`config.mk`:
```
export PLATFORM = sky130hd
export DESIGN_NAME = chip_7458_bist
export DESIGN_NICKNAME = d
export VERILOG_FILES = /design/src/rtl/chip_7458_bist_pkg.sv /design/src/rtl/chip_7458_golden.sv /design/src/rtl/chip_7458_bist.sv
export SDC_FILE = /design/constraint.sdc
export NUM_CORES = 1
export LEC_CHECK = 0
export BUFFER_PORTS_ARGS = -buffer_cell sky130_fd_sc_hd__buf_2
export CAP_MARGIN = 20
export CORE_UTILIZATION = 54
export DETAILED_ROUTE_END_ITERATION = 8
export PLACE_DENSITY = 0.86
export REMOVE_ABC_BUFFERS = 1
export SLEW_MARGIN = 20
export SYNTH_ARGS = -nofsm -noshare
export SYNTH_HDL_FRONTEND = slang
export SYNTH_HIERARCHICAL = 1
export SYNTH_SLANG_ARGS = --single-unit
```
`constraint.sdc`:
```
create_clock -name i_clk -period 2.9 [get_ports i_clk]
set_clock_uncertainty 0.05 [all_clocks]
set_input_delay 0.29 -clock i_clk [delete_from_list [all_inputs] [get_ports i_clk]]
set_output_delay 0.29 -clock i_clk [all_outputs]
set_load 0.02 [all_outputs]
```
`src/rtl/chip_7458_bist_pkg.sv`:
```
// rtl/chip_7458_bist_pkg.sv - shared state encodings and drive-bit map for the chip_7458 BIST
package chip_7458_bist_pkg;

  typedef enum logic [2:0] {
    ST_IDLE   = 3'd0,
    ST_APPLY  = 3'd1,
    ST_SETTLE = 3'd2,
    ST_CHECK  = 3'd3,
    ST_DONE   = 3'd4
  } state_t;

  localparam int P1A_BIT = 0;
  localparam int P1B_BIT = 1;
  localparam int P1C_BIT = 2;
  localparam int P1D_BIT = 3;
  localparam int P1E_BIT = 4;
  localparam int P1F_BIT = 5;
  localparam int P2A_BIT = 6;
  localparam int P2B_BIT = 7;
  localparam int P2C_BIT = 8;
  localparam int P2D_BIT = 9;

  localparam int         NUM_VECTORS = 1024;
  localparam logic [9:0] LAST_IDX    = 10'(NUM_VECTORS - 1);

endpackage

```
`src/rtl/chip_7458_golden.sv`:
```
// rtl/chip_7458_golden.sv - combinational reference model of the chip_7458 AND-OR gates
module chip_7458_golden
  import chip_7458_bist_pkg::*;
(
  input  logic [9:0] i_drv,
  output logic [1:0] o_exp_y
);

  logic w_p1_abc;
  logic w_p1_def;
  logic w_p2_ab;
  logic w_p2_cd;

  assign w_p1_abc = i_drv[P1A_BIT] & i_drv[P1B_BIT] & i_drv[P1C_BIT];
  assign w_p1_def = i_drv[P1D_BIT] & i_drv[P1E_BIT] & i_drv[P1F_BIT];
  assign w_p2_ab  = i_drv[P2A_BIT] & i_drv[P2B_BIT];
  assign w_p2_cd  = i_drv[P2C_BIT] & i_drv[P2D_BIT];

  assign o_exp_y[0] = w_p1_abc | w_p1_def;
  assign o_exp_y[1] = w_p2_ab | w_p2_cd;

endmodule

```
`src/rtl/chip_7458_bist.sv`:
```
// rtl/chip_7458_bist.sv - exhaustive 1024-vector self-test sequencer for a chip_7458 instance
module chip_7458_bist
  import chip_7458_bist_pkg::*;
#(
  parameter int SETTLE_CYCLES = 1,
  parameter int CNT_W         = 11
) (
  input  logic             i_clk,
  input  logic             i_rst,
  input  logic             i_start,
  input  logic             i_abort,
  output logic [9:0]       o_drv,
  input  logic [1:0]       i_dut_y,
  output logic             o_busy,
  output logic             o_done,
  output logic             o_pass,
  output logic [CNT_W-1:0] o_err_count,
  output logic             o_first_err_valid,
  output logic [9:0]       o_first_err_idx
);

  localparam logic [3:0] SETTLE_INIT = 4'(SETTLE_CYCLES - 1);

  state_t           r_state;
  logic [9:0]       r_idx;
  logic [3:0]       r_settle;
  logic             r_busy;
  logic             r_done;
  logic             r_pass;
  logic [CNT_W-1:0] r_err_count;
  logic             r_first_err_valid;
  logic [9:0]       r_first_err_idx;

  logic [1:0]       w_exp_y;
  logic             w_mismatch;
  logic [CNT_W-1:0] w_err_next;

  chip_7458_golden u_golden (
    .i_drv   (r_idx),
    .o_exp_y (w_exp_y)
  );

  assign w_mismatch = (i_dut_y != w_exp_y);
  // Saturating count: a full-scale counter simply stops incrementing.
  assign w_err_next = (w_mismatch && !(&r_err_count)) ? r_err_count + 1'b1 : r_err_count;

  always_ff @(posedge i_clk) begin
    if (i_rst) begin
      r_state           <= ST_IDLE;
      r_idx             <= '0;
      r_settle          <= '0;
      r_busy            <= 1'b0;
      r_done            <= 1'b0;
      r_pass            <= 1'b0;
      r_err_count       <= '0;
      r_first_err_valid <= 1'b0;
      r_first_err_idx   <= '0;
    end else if (r_busy && i_abort) begin
      // Abort drops the run but keeps results gathered so far for inspection.
      r_state <= ST_IDLE;
      r_idx   <= '0;
      r_busy  <= 1'b0;
    end else begin
      case (r_state)
        ST_IDLE, ST_DONE: begin
          if (i_start) begin
            r_state           <= ST_APPLY;
            r_idx             <= '0;
            r_busy            <= 1'b1;
            r_done            <= 1'b0;
            r_pass            <= 1'b0;
            r_err_count       <= '0;
            r_first_err_valid <= 1'b0;
            r_first_err_idx   <= '0;
          end
        end
        ST_APPLY: begin
          r_state  <= ST_SETTLE;
          r_settle <= SETTLE_INIT;
        end
        ST_SETTLE: begin
          if (r_settle == 4'd0) begin
            r_state <= ST_CHECK;
          end else begin
            r_settle <= r_settle - 4'd1;
          end
        end
        ST_CHECK: begin
          r_err_count <= w_err_next;
          if (w_mismatch && !r_first_err_valid) begin
            r_first_err_valid <= 1'b1;
            r_first_err_idx   <= r_idx;
          end
          if (r_idx == LAST_IDX) begin
            r_state <= ST_DONE;
            r_busy  <= 1'b0;
            r_done  <= 1'b1;
            r_pass  <= (w_err_next == '0);
          end else begin
            r_state <= ST_APPLY;
            r_idx   <= r_idx + 10'd1;
          end
        end
        default: begin
          r_state <= ST_IDLE;
          r_busy  <= 1'b0;
          r_done  <= 1'b0;
          r_pass  <= 1'b0;
        end
      endcase
    end
  end

  assign o_drv             = r_idx;
  assign o_busy            = r_busy;
  assign o_done            = r_done;
  assign o_pass            = r_pass;
  assign o_err_count       = r_err_count;
  assign o_first_err_valid = r_first_err_valid;
  assign o_first_err_idx   = r_first_err_idx;

endmodule
```
==> flow_summary.yaml <==
flow_run:
  max_cap_violations: 0
timing:
  final-hold-violation-count: 0
  slew-limit-headroom_pct: 54.6
  finalCritPeriodShare_pct: 84.4
  fmax_mhz: 409
  final_max_slew_viol_count: 0
  finalSetupViolCount: 0
  rsz0062_at_grt: "no"
  tns_ps: 0
  hold_ws_ps: 263
  fin_crit_ps: 2450
  tightest_slew_ps: 679
drt:
  wirelength_mm: 4.78
  vias: 2065
  drt_iter0_drc: 161
  drcViolationCount: 0
  post_drt_wl_per_cell_um: 13.7
  ant_nets: 0
  routed_via_density: 5.92
  first_pass_iters: 4
worst_hold_path:
  min-delay-path-class: "in -> reg"
setup_path:
  critPathSlowestCell: "nor4_1"
  worstPathArrival_ps: 2630
  path_buf_inv: 0
  worstSetupEndpointType: "flip-flop"
  crit_fanout: 9
  path_cells: "nand3_1, nand2_1, xor2_1, nor2_1, nor4_1, nand3_1, a2111o_1, o21ai_1"
  critPathMostFrequentCell: "nand3_1"
  path_class: "reg -> reg"
  path_delay_family: "simple AND/OR/NAND/NOR gates"
  max_stage_delay_ps: 580
  critPathLaunchType: "flip-flop"
  critical_path_required_ps: 3090
  r2r_slack_ps: 450
logic_synthesis:
  seq_area_frac_synth_pct: 39.8
  synth_top_area_share_pct: 39.8
  ys_ff_latch: 42
  synthTopCellsByArea: "dfxtp_1 40%, nor2_1 8.7%, a22oi_1 4.6%, nand2_1 4.3%, xor2_1 4.1%"
  yosysTopAreaCell: "dfxtp_1"
  synth_common_cells: "49 x nor2_1, 42 x dfxtp_1, 24 x nand2_1"
  syn_area_mm2: 0.00211
  syn_inst: 263
  synthFlopType: "dfxtp_1"
  synth_edf_count: 0
  yosys_warnings: 6
  yosysMostFrequentCell: "nor2_1"
  syn_avg_cell_area_um2: 8.04
  yosysUniqueCellTypes: 46
  ys_async_sr_fraction_pct: 0
layout:
  utilization_pct: 66.0
  num_antenna_cells: 0
  syn_to_final_growth_pct: 16.0
  fin_nets: 310
  drive_above_1_share_pct: 17.9
die:
  die_y_um: 64.6
  std_cell_rows: 22
  chipWidth_um: 64.6
  pin_count: 41
  fp.coreArea_mm2: 0.00372
  fp.dieArea_mm2: 0.00417
  start_util_pct: 56.9
global_routing:
  grt_use_total_pct: 25.0
  grt_pass1_vias: 1804
  grt_overflow: 0
  grt_pass1_wl_mm: 8.09
  antenna_found_initial: 0
  grt_max_degree: 27
power:
  p_per_area_mw_per_mm2: 607
  ir_drop_v: 0.000611
  static-leakage-power_uw: 0.000978
clock_network:
  cts_made_buffers: 5
  ctsResizeCount: 0
  htreeDepth: 2
  cts_num_sinks: 42
  clockBufferDepth: 2
  cts_root_buf: "clkbuf_8"
  post_cts_buffers: 0
  cts_tree: "built"
  cts-hold-fix-buffers: 0
  clk_latency_ps: 300
  clk_pin_slew_ps: 80
placement:
  gp_congestion: 0.933
  hpwl_mm: 3.34
  io_buffers: 40
run_status:
  status: "finished clean"
flip-flops by register name, summed over array words and instances (netlist names):
name	flops
o_done	1
o_pass	1
r_settle	4
o_first_err_valid	1
o_drv	10
o_first_err_idx	10
o_busy	1
r_state	3
o_err_count	11
metal layers:
layer	GRT usage [%]	vias up	part of all wire [%]	wire, um
met3	7.04	9	6.7	320
li1	-	1029	-	-
met5	0	-	0	0
met2	42.0	67	48	2310
met1	30.9	960	44	2100
met4	7.78	0	1.3	60
final timing paths:
path,to,cells after the start,start
setup / recovery,o_pass,8,o_drv[3]
hold / removal,o_busy,3,i_start
setup reg to reg,o_pass,8,o_drv[3]
hold reg to reg,o_pass,2,o_pass
cells in the final DEF, fill, tap and decap left out, drive strengths merged, types with 2 or more instances in the layout:
cell type,count
nor2,49
dfxtp,42
buf,42
nand2,24
a22oi,13
nand3,13
a21oi,12
o21ai,11
xor2,10
nor3,8
inv,6
nand4,6
clkbuf,6
nor4,5
xnor2,4
nand2b,4
a31oi,4
a311oi,4
ha,4
a211oi,3
or3,2
a31o,2
nor4b,2
nor2b,2
mux2i,2
and4,2
final cells by class:
cell class / count / area (um2)
clock buffer: 6 / 72.6
clock inverter: 2 / 37.5
fill: 325 / 1260
inverter: 6 / 22.5
multi-input combinational: 203 / 1200
sequential: 42 / 841
tap: 48 / 60.1
timing repair buffer: 42 / 215
tightest hold or removal path, delay by kind of cell:
kind	cells	cell delay [ps]
buffers and inverters	1	120
AND/OR/NAND/NOR	1	50
AO/OA/AOI/OAI	1	120
logic make-up (layout without fill, tap and decap cells):
kind of cell / Yosys count / in the layout / share of synthesized area, %
muxes: 2 / 2 / 0.947
buffers and inverters: 18 / 56 / 3.32
xor gates and xnor gates: 14 / 14 / 5.80
adders and majority gates: 4 / 4 / 2.37
AOI/OAI and AO/OA: 61 / 61 / 19.8
DFF: 42 / 42 / 39.8
and+or+nand+nor: 122 / 122 / 27.9
through the flow:
stage	total power [uW]	instance area (um2)	setup WS [ps]	instances
final	1490	2450	453	349
after global placement	1020	2340	626	341
after detailed placement	1030	2340	541	341
after global routing	1570	2450	252	349
after CTS	1500	2450	488	349
after floorplan	934	2070	597	251
power by group:
part           switching, uW  internal (uW)  leakage, uW
logic                    223            134     0.000587
clock network            211            257    0.0000514
registers               43.9            619     0.000339
total                    478           1010     0.000978
Note: power is estimated with default switching activity, not from simulation.
